File: config.mk
export PLATFORM = sky130hd
export DESIGN_NAME = jt08_adpcm_slot_ctl
export DESIGN_NICKNAME = d
export VERILOG_FILES = /design/src/rtl/jt08_adpcm_pkg.sv /design/src/rtl/jt08_slot_wrq.sv /design/src/rtl/jt08_adpcm_slot_ctl.sv
export SDC_FILE = /design/constraint.sdc
export NUM_CORES = 1
export LEC_CHECK = 0
export BUFFER_PORTS_ARGS = -buffer_cell sky130_fd_sc_hd__clkbuf_2
export CAP_MARGIN = 20
export CORE_MARGIN = 1.5
export CORE_UTILIZATION = 34
export CTS_CLUSTER_SIZE = 14
export DETAILED_ROUTE_END_ITERATION = 10
export GPL_TIMING_DRIVEN = 0
export PLACE_DENSITY_LB_ADDON = 0.3
export SLEW_MARGIN = 40
export SYNTH_ARGS = -nofsm -noshare
export SYNTH_HDL_FRONTEND = slang
export SYNTH_HIERARCHICAL = 1
export SYNTH_SLANG_ARGS = --single-unit
export TNS_END_PERCENT = 30
File: constraint.sdc
create_clock -name clk -period 7.7 [get_ports clk]
set_input_delay 2.31 -clock clk [delete_from_list [all_inputs] [get_ports clk]]
set_output_delay 2.31 -clock clk [all_outputs]
set_load 0.01 [all_outputs]
File: src/rtl/jt08_adpcm_pkg.sv
// Shared constants, queue entry type and slot helper for the ADPCM-A slot controller.
package jt08_adpcm_pkg;

  localparam int unsigned NCH     = 6;
  localparam int unsigned NSLOT   = 6;
  localparam logic [2:0]  CH_NONE = 3'd7;

  typedef struct packed {
    logic [2:0] ch;
    logic [7:0] data;
  } wrq_ent_t;

  // Channels 6 and 7 have no slot, so they map to an all-zero mask.
  function automatic logic [5:0] ch2onehot(input logic [2:0] ch);
    return (ch < 3'(NCH)) ? (6'd1 << ch) : '0;
  endfunction

endpackage

File: src/rtl/jt08_slot_wrq.sv
// Level/pan write FIFO. JT08_SLOT_CTL_COALESCE_EN lets a push overwrite a pending
// non-head entry of the same channel instead of taking a new slot.
module jt08_slot_wrq
  import jt08_adpcm_pkg::*;
#(
  parameter int unsigned DEPTH = 4
) (
  input  logic     clk,
  input  logic     rst_n,
  input  logic     wr_en,
  input  wrq_ent_t wr_ent,
  input  logic     rd_en,
  output wrq_ent_t head,
  output logic     empty,
  output logic     full,
  output logic     coal_hit
);

  localparam int unsigned PW = $clog2(DEPTH);
  localparam int unsigned CW = PW + 1;

  wrq_ent_t      mem [DEPTH];
  logic [PW-1:0] rd_ptr;
  logic [PW-1:0] wr_ptr;
  logic [CW-1:0] count;
  logic          push;

`ifdef JT08_SLOT_CTL_COALESCE_EN
  logic [PW-1:0] coal_idx;

  // The head is skipped: it may be on its way out on this very edge.
  always_comb begin
    coal_hit = 1'b0;
    coal_idx = '0;
    for (int unsigned i = 1; i < DEPTH; i++) begin
      if (!coal_hit && (CW'(i) < count) && (mem[rd_ptr + PW'(i)].ch == wr_ent.ch)) begin
        coal_hit = 1'b1;
        coal_idx = rd_ptr + PW'(i);
      end
    end
  end
`else
  assign coal_hit = 1'b0;
`endif

  assign push  = wr_en && !coal_hit;
  assign head  = mem[rd_ptr];
  assign empty = (count == '0);
  assign full  = (count == CW'(DEPTH));

  always_ff @(posedge clk) begin
    if (push) begin
      mem[wr_ptr] <= wr_ent;
    end
`ifdef JT08_SLOT_CTL_COALESCE_EN
    else if (wr_en) begin
      mem[coal_idx].data <= wr_ent.data;
    end
`endif
  end

  always_ff @(posedge clk or negedge rst_n) begin
    if (!rst_n) begin
      rd_ptr <= '0;
      wr_ptr <= '0;
      count  <= '0;
    end else begin
      if (push)  wr_ptr <= wr_ptr + PW'(1);
      if (rd_en) rd_ptr <= rd_ptr + PW'(1);
      unique case ({push, rd_en})
        2'b10:   count <= count + CW'(1);
        2'b01:   count <= count - CW'(1);
        default: count <= count;
      endcase
    end
  end

endmodule

File: src/rtl/jt08_adpcm_slot_ctl.sv
// ADPCM-A slot rotation, frame counter, key-on mask and slot-aligned level/pan updates.
// Write coalescing is selected by JT08_SLOT_CTL_COALESCE_EN (see jt08_slot_wrq).
module jt08_adpcm_slot_ctl
  import jt08_adpcm_pkg::*;
#(
  parameter int unsigned QDEPTH = 4
) (
  input  logic       clk,
  input  logic       rst_n,
  input  logic       cen,
  input  logic       wr_req,
  input  logic [2:0] wr_ch,
  input  logic [7:0] wr_data,
  output logic       wr_ack,
  input  logic       kon_we,
  input  logic [7:0] kon_data,
  output logic [5:0] cur_ch,
  output logic [5:0] en_ch,
  output logic       match,
  output logic [2:0] up_ch,
  output logic [7:0] lracl,
  output logic       q_full
);

  logic [2:0] fcnt;
  wrq_ent_t   head;
  logic       q_empty;
  logic       coal_hit;
  logic       pop;
  logic       wr_valid;
  logic       accept;
  logic       kon_unused;

  assign kon_unused = kon_data[6];

  always_ff @(posedge clk or negedge rst_n) begin
    if (!rst_n) begin
      cur_ch <= 6'b000001;
      fcnt   <= '0;
    end else if (cen) begin
      cur_ch <= {cur_ch[4:0], cur_ch[5]};
      if (cur_ch[5]) begin
        fcnt <= (fcnt == 3'(NSLOT - 1)) ? '0 : fcnt + 3'd1;
      end
    end
  end

  always_ff @(posedge clk or negedge rst_n) begin
    if (!rst_n) begin
      en_ch <= '0;
    end else if (kon_we) begin
      en_ch <= kon_data[7] ? (en_ch & ~kon_data[5:0]) : (en_ch | kon_data[5:0]);
    end
  end

  assign match = (fcnt == '0) && |(cur_ch & en_ch);

  // A slot freed by this edge's pop, or an in-place coalesce, lets a full queue accept.
  // Invalid channels need no space; !wr_ack stops a held request being taken twice.
  always_comb begin
    pop      = cen && !q_empty && (cur_ch == ch2onehot(head.ch));
    wr_valid = (wr_ch < 3'(NCH));
    accept   = wr_req && !wr_ack && (!wr_valid || !q_full || pop || coal_hit);
  end

  always_ff @(posedge clk or negedge rst_n) begin
    if (!rst_n) wr_ack <= 1'b0;
    else        wr_ack <= accept;
  end

  jt08_slot_wrq #(
    .DEPTH (QDEPTH)
  ) u_wrq (
    .clk      (clk),
    .rst_n    (rst_n),
    .wr_en    (accept && wr_valid),
    .wr_ent   ('{ch: wr_ch, data: wr_data}),
    .rd_en    (pop),
    .head     (head),
    .empty    (q_empty),
    .full     (q_full),
    .coal_hit (coal_hit)
  );

  assign up_ch = q_empty ? CH_NONE : head.ch;
  assign lracl = q_empty ? '0 : head.data;

endmodule

* Word level (Yosys, flattened, before mapping)
Memory sizes are Yosys's and may differ from the RTL's.
Index checks and enable logic that the tools add are counted.
** Cells by class
- Add/sub/neg operators :: 5
- Order comparisons :: 2
- Equal/unequal tests :: 5
- Shift operators :: 1
- Muxes and demuxes :: 8
- Bitwise gates (word level) :: 4
- Reductions and logical operators :: 17
** Operators by type and width (count)
- $and 6x6->6 :: 2
- $mux 6 :: 2
- $mux 8 :: 1
- $add 3x1->3 const B :: 2
- $eq 3x3->1 const B :: 2
- $eq 6x6->1 :: 1
- $logic_and 1x1->1 :: 6
- $logic_not 3->1 :: 2
- $lt 3x3->1 const B :: 2
- $mux 3 :: 2
- $not 6->6 :: 1
- $or 6x6->6 :: 1
- $pmux 3 s2 :: 1
- $reduce_or 6->1 :: 1
- $shl 1x3->6 const A :: 1
- $add 2x1->2 const B :: 2
- $logic_not 1->1 :: 4
- $sub 3x1->3 const B :: 1
- $eq 2x1->1 const B :: 1
- $eq 2x2->1 const B :: 1
- $logic_or 1x1->1 :: 2
- $mux 1 :: 2
- $reduce_and 2->1 :: 1
- $reduce_bool 2->1 :: 1
** Storage, ports and cells
- Register bits after elaboration :: 23
- Memory bits (writable) :: 44
- Input bits :: 24
- Output and inout bits :: 26
- Word-level logic and storage cells :: 50
- Memories kept :: 1
** Memories
- u_wrq.mem :: words 4, width 11, rd ports 1, clocked after memory_dff 0, write ports 1, line jt08_slot_wrq.sv:22 : wrq_ent_t mem [DEPTH];

* Longest topological paths before layout
Gate-level depths: netlist (run 1).
An unclocked memory read counts as a cell.
- Depth in word-level cells :: 10
- Mapped depth :: 14
- Gate-level depth less buffers :: 13

* Hierarchy
Netlist (run 1), hierarchy kept.
** Modules (own cells, without submodules)
- jt08_slot_wrq :: instances 1, cells an instance 95, area an instance 2003.2 um2, sequential area each 1496.4 um2
- jt08_adpcm_slot_ctl :: instances 1, cells an instance 94, area an instance 887.1 um2, sequential area each 401.6 um2

* Worst setup path before layout (run 1)
Ideal clock, no wire load.
- Path type :: input port to flip-flop
- From :: input port cen
- To :: register u_wrq.count[2]
- Setup time :: 125 ps
- Arrival time :: 4120 ps
- Required time :: 7575 ps
- Path slack :: 3454 ps
- Stages on the path :: 12
- Buffers on the path :: 1
- Cell sequence :: buf_2 > nand3b_1 > nor4b_2 > a21oi_1 > a211oi_2 > inv_1 > ha_1 > inv_1 > fa_1 > xor2_1 > nor2_1 > xor2_1
** Between the ends
- Longest elaborated chain between the ends :: 7
- Elaborated cells on any way between the ends :: 9
- Classes of those cells :: 2 x eq/ne; 1 x mux; 6 x reduce/logical
** Ends and longest elaborated chain
- start: declaration :: line jt08_adpcm_slot_ctl.sv:10 : input logic cen,
- $logic_and 1x1->1 (*) (2 in series) :: line jt08_adpcm_slot_ctl.sv:61 : pop = cen && !q_empty && (cur_ch == ch2onehot(head.ch));
- $logic_or 1x1->1 :: line jt08_adpcm_slot_ctl.sv:63 : accept = wr_req && !wr_ack && (!wr_valid || !q_full || pop || coal_hit);
- $logic_and 1x1->1 :: line jt08_adpcm_slot_ctl.sv:63
- $logic_and 1x1->1 :: line jt08_adpcm_slot_ctl.sv:76 : .wr_en (accept && wr_valid),
- $eq 2x1->1 / $eq 2x2->1 (equally long branches) :: line jt08_slot_wrq.sv:70 : unique case ({push, rd_en})
- $pmux 3 s2 / $reduce_bool 2->1 (equally long branches)
- end signal: assignment :: line jt08_slot_wrq.sv:71 : 2'b10: count <= count + CW'(1);
- end signal: assignment :: line jt08_slot_wrq.sv:72 : 2'b01: count <= count - CW'(1);
- end signal: assignment :: line jt08_slot_wrq.sv:73 : default: count <= count;
- end: declaration :: line jt08_slot_wrq.sv:25 : logic [CW-1:0] count;
Every way passes the cells marked *; elsewhere a longest branch is shown, timed or not.
A chain may end at the register's enable or synchronous reset.

==> results of run 1 <==
[critical path, stage by stage, from the launching register on]
cell and delay [ps]:
dfrtp_1 470, buf_6 220, mux4_2 610, or2_2 310, clkbuf_2 130
[sequential cells by signal (all words and copies together), names as in the netlist, named ones only]
name	cells
cur_ch	6
u_wrq/count	3
u_wrq/rd_ptr	2
u_wrq/wr_ptr	2
u_wrq/mem	44
fcnt	3
wr_ack	1
[metrics by stage]
stage | setup slack, ps | cell area, µm² | std cells | power [µW]
global route | 3190 | 3480 | 357 | 1330
finish | 3310 | 3480 | 357 | 1240
detailed placement | 3190 | 3260 | 341 | 944
floorplan | 3450 | 2890 | 189 | 801
CTS | 3260 | 3480 | 357 | 1270
global placement | 3220 | 3260 | 341 | 935
[cell type report]
class                           instances  area [µm²]  area share [%]
Inverter                                9        33.8           0.972
Buffer                                  5        32.5           0.936
Multi-Input combinational cell        108         926            26.6
Sequential cell                        67        1900            54.6
Timing Repair Buffer                   47         235            6.77
Clock buffer                           11         141            4.07
Clock inverter                          5        77.6            2.23
Tap cell                              105         131            3.78
[layout by cell type (no fill, tap or decap), drive strengths merged, types with 3 or more instances in the layout]
master	instances
ha	5
clkbuf	59
inv	9
mux2	5
edfxtp	44
and2	4
or2	3
xor2	4
mux4	11
o21ai	10
dfrtp	22
nand2	18
nor2	3
xnor2	3
clkinv	3
nor2b	9
buf	4
a21oi	3
[cells by family (layout without fill, tap and decap cells)]
logic type,count (synthesis),in the layout,synth area share [%]
buf+inv,14,77,2.29
simple gates,54,54,10.5
mux,18,18,11.6
fa+ha+maj,6,6,2.86
compound gates,22,22,4.81
other cells,1,1,0.130
xor+xnor,7,7,2.12
flops,67,67,65.7
[worst min-delay path by stage]
stage | endpoint | slack, ps | depth (start not counted)
after floorplan | u_wrq/count[2]$_DFFE_PN0P_ | 460 | 1
after global placement | u_wrq/count[2]$_DFFE_PN0P_ | 480 | 1
after detailed placement | u_wrq/count[2]$_DFFE_PN0P_ | 480 | 1
after CTS | u_wrq/count[2]$_DFFE_PN0P_ | 490 | 1
after global routing | u_wrq/count[2]$_DFFE_PN0P_ | 510 | 1
final | u_wrq/count[2]$_DFFE_PN0P_ | 490 | 1
[power groups by stage]
| stage | combinational, µW | sequential (µW) | clock, µW |
|---|---|---|---|
| floorplan | 292 | 510 | 0 |
| global placement | 416 | 519 | 0 |
| detailed placement | 423 | 521 | 0 |
| CTS | 424 | 514 | 328 |
| global route | 462 | 521 | 344 |
| finish | 414 | 513 | 318 |
[cell usage after synthesis (2+ instances only)]
cell	number	area share, %
edfxtp_1	44	46
dfrtp_1	22	19
nand2_1	18	2.3
o21ai_0	10	1.7
inv_1	9	1.2
nor2b_1	9	1.9
mux4_2	8	6.2
ha_1	5	2.2
mux2_2	5	1.9
and2_1	4	0.87
xor2_1	4	1.2
a21oi_1	3	0.52
mux4_1	3	2.7
nor2_1	3	0.39
or2_2	3	0.65
xnor2_1	3	0.91
buf_2	2	0.35
mux2i_1	2	0.69
nand3_1	2	0.35
nor3_1	2	0.35
nor3b_1	2	0.52
nor4_1	2	0.43
[per-layer routing]
layer	wire length, µm	GRT usage, %
met5	0	0
met4	107	6.72
met3	278	4.63
met2	2540	18.4
met1	2350	16.2
==> flow_metrics.py, run 1 <==
metrics = {
    "critical_path": {
        "startpoint_type": "flop",
        "crit_arrival_ps": 2080,
        "setup.worst_path.end": "up_ch[1]",
        "required_ps": 5390,
        "critPathCaptureType": "output pin",
        "regToRegSetupSlack_ps": 4150,
        "cp-startpoint": "u_wrq/rd_ptr[0]$_DFFE_PN0P_",
        "path_max_fanout": 10,
        "crit_type": "reg2out",
        "rr_worst_depth": 12,
        "r2r_end": "u_wrq/count[1]$_DFFE_PN0P_",
        "regToRegStartpoint": "u_wrq/rd_ptr[0]$_DFFE_PN0P_",
    },
    "finish": {
        "area_delta_synth_final_pct": 20.3,
        "nNetsFinal": 277,
        "final_layout_size_suffix_gt1_share_pct": 34.1,
        "diodes": 0,
        "final_core_util_pct": 42.3,
        "n_fill_cell": 748,
    },
    "floorplanning": {
        "row_count": 33,
        "fp.coreArea_um2": 8220,
        "die_area_um2": 9060,
        "io_pins": 50,
        "start_util_pct": 35.2,
        "die_w_um": 95.2,
        "die_h_um": 95.2,
    },
    "sta": {
        "slew_viol_final": 0,
        "finClkSkew_ps": 10.3,
        "setup_violations": 0,
        "tns_ps": 0,
        "finalHoldWorstSlack_ps": 495,
        "max_freq_ghz": 0.228,
        "fin_crit_sh_pct": 57.0,
        "rsz0062_at_grt": "no",
        "slew_headroom_pct": 56.9,
        "final_hold_viol_count": 0,
        "post-route-min-period_ps": 4390,
        "worstMarginPinSlew_ps": 647,
    },
    "logic_synthesis": {
        "yosysSeqAreaShare_pct": 65.7,
        "ys_types": 46,
        "synth-edff-count": 44,
        "synth-main-ff-cell": "edfxtp_1",
        "syn_nets": 219,
        "yosys_warnings": 6,
        "syn_area_um2": 2890,
        "ys_seq_elements": 67,
        "syn_area_per_cell_um2": 15.3,
        "syn_inst": 189,
        "synthArstFlopShare_pct": 34.3,
    },
    "cts": {
        "cts_repair_resize_count": 0,
        "clk_pin_slew_ps": 70,
        "htree_levels": 3,
        "cts_buffers": 9,
        "hold_buffers": 0,
        "clockBufferDepth": 2,
        "post_cts_buffers": 0,
        "cts_root_buffer": "clkbuf_8",
        "cts_num_sinks": 67,
        "cts_tree": "done",
        "clock_latency_ps": 350,
    },
    "job": {
        "maxCapViolations": 0,
    },
    "routing": {
        "routed_via_density": 4.74,
        "drc": 0,
        "wl_per_cell_um": 14.8,
        "drt-total-wl_um": 5270,
        "via_count": 1693,
        "firstDrtPassIters": 4,
        "drt_iter0_drc": 79,
        "antenna_left": 0,
    },
    "power": {
        "switchingPower_uw": 397,
        "p_per_area_nw_per_um2": 358,
        "p_comb_share_pct": 33.3,
        "swShare_pct": 31.9,
        "ir_worst_vdd_mv": 0.138,
        "p_leak_uw": 0.00142,
        "p_seq_share_pct": 41.2,
        "intPower_uw": 847,
        "clkPwrFrac_pct": 25.5,
    },
    "run_status": {
        "status": "completed",
    },
    "grt": {
        "grt_pass1_vias": 1530,
        "antenna_found_initial": 0,
        "grt_max_degree": 24,
        "grt_pass1_wl_um": 7980,
        "overflow": 0,
        "track_usage_pct": 12.6,
    },
    "worst_hold_path": {
        "hold_path_class": "reg2reg",
        "hold_path_startpoint": "u_wrq/count[2]$_DFFE_PN0P_",
    },
    "place": {
        "place_congestion": 0.727,
        "dp_hpwl_um": 3560,
        "port-buffer-count": 47,
    },
}
No activity file was read; power rests on OpenSTA's default activity.
==> run 2: changes to the inputs <==
- clock period: 7.7 -> 3.7 ns (I/O delays scaled with it)
==> run 2 against run 1 <==
  * First-iteration DRC count fell by 5.1%
  * Hold slack barely moved
  * Count of clock-buffer cells in the layout did not move
  * Via count rose by 0.89%
  * Cell area rose by 0.58%
  * Total power rose by 110%
  * Combinational power rose by 110%
  * Sequential power rose by 110%
  * Critical path type is now reg2reg
  * Critical endpoint is now u_wrq/count[2]$_DFFE_PN0P_
  * Largest power group unchanged
  * Highest routed layer unchanged
==> flow_metrics.py, run 2 (synthesis gave the netlist of run 1 again) <==
metrics = {
    "run_status": {
        "status": "completed",
    },
    "grt": {
        "grt_max_degree": 24,
        "grt_pass1_wl_um": 7980,
        "overflow": 0,
        "track_usage_pct": 12.6,
        "grt_pass1_vias": 1530,
        "antenna_found_initial": 0,
    },
    "critical_path": {
        "required_ps": 3970,
        "critPathMaxStageDelay_ps": 610,
        "path_max_fanout": 10,
        "crit_type": "reg2reg",
        "cp_num_buf_inv": 3,
        "cp_cell_sequence": "buf_6, mux4_2, or4b_1, nand3b_1, nor4b_2, a21oi_2, a211oi_4, inv_1, ha_1, inv_1, fa_1, xor2_1, nor2_1, xor2_1",
        "startpoint_type": "flop",
        "crit_arrival_ps": 3710,
        "crit_family": "simple AND/OR/NAND/NOR gates",
        "slowest_stage": "mux4_2",
        "critPathCaptureType": "flop",
    },
    "routing": {
        "wl_per_cell_um": 14.8,
        "drt-total-wl_um": 5300,
        "antenna_left": 0,
        "via_count": 1708,
        "firstDrtPassIters": 4,
        "drc": 0,
        "drt_iter0_drc": 75,
        "routed_via_density": 4.77,
    },
    "finish": {
        "largestRegisters": "u_wrq/mem (44), cur_ch (6)",
        "nNetsFinal": 278,
        "ff_latch_area_um2": 1900,
        "final_layout_size_suffix_gt1_share_pct": 35.2,
        "diodes": 0,
        "regMostFlops": "u_wrq/mem",
        "largest_reg_flops": 44,
        "n_fill_cell": 746,
        "layout_commonest_cell": "clkbuf_2",
        "layout_common_cells": "clkbuf_2, edfxtp_1, dfrtp_1, nand2_1",
        "area_delta_synth_final_pct": 21.0,
        "multi_input_area_um2": 937,
    },
    "cts": {
        "cts_tree": "done",
        "cts_root_buffer": "clkbuf_8",
        "cts_buffers": 9,
        "clockBufferDepth": 2,
        "cts_num_sinks": 67,
        "clock_latency_ps": 350,
        "clk_pin_slew_ps": 70,
        "htree_levels": 3,
    },
    "sta": {
        "max_freq_ghz": 0.291,
        "post-route-min-period_ps": 3440,
        "slew_viol_final": 0,
        "rsz0062_at_grt": "no",
        "tns_ps": 0,
        "finClkSkew_ps": 9.77,
        "worstMarginPinSlew_ps": 635,
        "fin_crit_sh_pct": 93.0,
        "setup_violations": 0,
        "final_hold_viol_count": 0,
        "slew_headroom_pct": 57.7,
    },
    "floorplanning": {
        "die_area_um2": 9060,
        "io_pins": 50,
        "die_w_um": 95.2,
        "fp.coreArea_um2": 8220,
        "row_count": 33,
        "die_h_um": 95.2,
        "start_util_pct": 35.2,
    },
    "place": {
        "port-buffer-count": 47,
        "dp_hpwl_um": 3560,
        "place_congestion": 0.727,
    },
    "power": {
        "ir_worst_vdd_mv": 0.287,
        "p_per_area_nw_per_um2": 744,
        "p_leak_uw": 0.00142,
        "total_power_uw": 2600,
    },
    "worst_hold_path": {
        "hold_path_class": "reg2reg",
    },
    "job": {
        "maxCapViolations": 0,
    },
}
run 2: area by class of cell:
class,count,area share [%]
clock buffer,11,4.04
buffer,5,0.931
multi-input combinational,108,26.8
timing repair buffer,48,6.94
sequential,67,54.3
clock inverter,5,2.22
tap,105,3.76
inverter,9,0.966
run 2: worst reg2reg max path, delay by kind of cell (launching register included):
kind | cells | cell delay, ps
buffers and inverters | 3 | 340
adder cells (fa/ha/maj) | 2 | 550
flip-flops | 1 | 430
AND/OR/NAND/NOR | 4 | 860
XOR/XNOR | 2 | 310
multiplexers | 1 | 620
AO/OA/AOI/OAI | 2 | 280
run 2: worst paths after layout:
kind                       cells after the start                     endpoint                         from  slack (ps)
min in group asynchronous                      1          fcnt[1]$_DFFE_PN0P_                        rst_n         750
max in group asynchronous                      1  u_wrq/rd_ptr[0]$_DFFE_PN0P_                        rst_n        2540
max reg2reg                                   14   u_wrq/count[2]$_DFFE_PN0P_  u_wrq/rd_ptr[0]$_DFFE_PN0P_         260
max                                           14   u_wrq/count[2]$_DFFE_PN0P_  u_wrq/rd_ptr[0]$_DFFE_PN0P_         260
min reg2reg                                    1   u_wrq/count[2]$_DFFE_PN0P_   u_wrq/count[2]$_DFFE_PN0P_         490
min                                            1   u_wrq/count[2]$_DFFE_PN0P_   u_wrq/count[2]$_DFFE_PN0P_         490
run 2: stage by stage:
stage	utilization (%)	hold slack [ps]	cells	instance area, µm²	setup slack (ps)
6_report	42.5	495	358	3500	259
5_1_grt	42.5	512	358	3500	50.0
4_1_cts	42.3	494	357	3480	110
3_5_place_dp	39.6	480	341	3260	177
3_3_place_gp	39.6	483	341	3260	217
2_1_floorplan	-	457	189	2890	506
run 2: timing repair:
item	4_1_cts	5_1_grt
hold buffers	0	0
resized for setup	0	3
hold endpoints to repair	0	0
setup buffers	0	1
setup endpoints to repair	0	46
run 2: power by group:
part	leakage, µW	internal, µW	switching, µW
sequential	0.000685	950	118
combinational	0.000628	423	449
clock	0.000111	396	266
run 2: metal layers:
metal,track usage (%),vias to the layer above,share of wire (%)
met5,0,-,0
met4,6.72,0,2.0
met3,4.63,7,4.5
met2,18.4,30,48
met1,16.2,851,45
li1,-,820,-
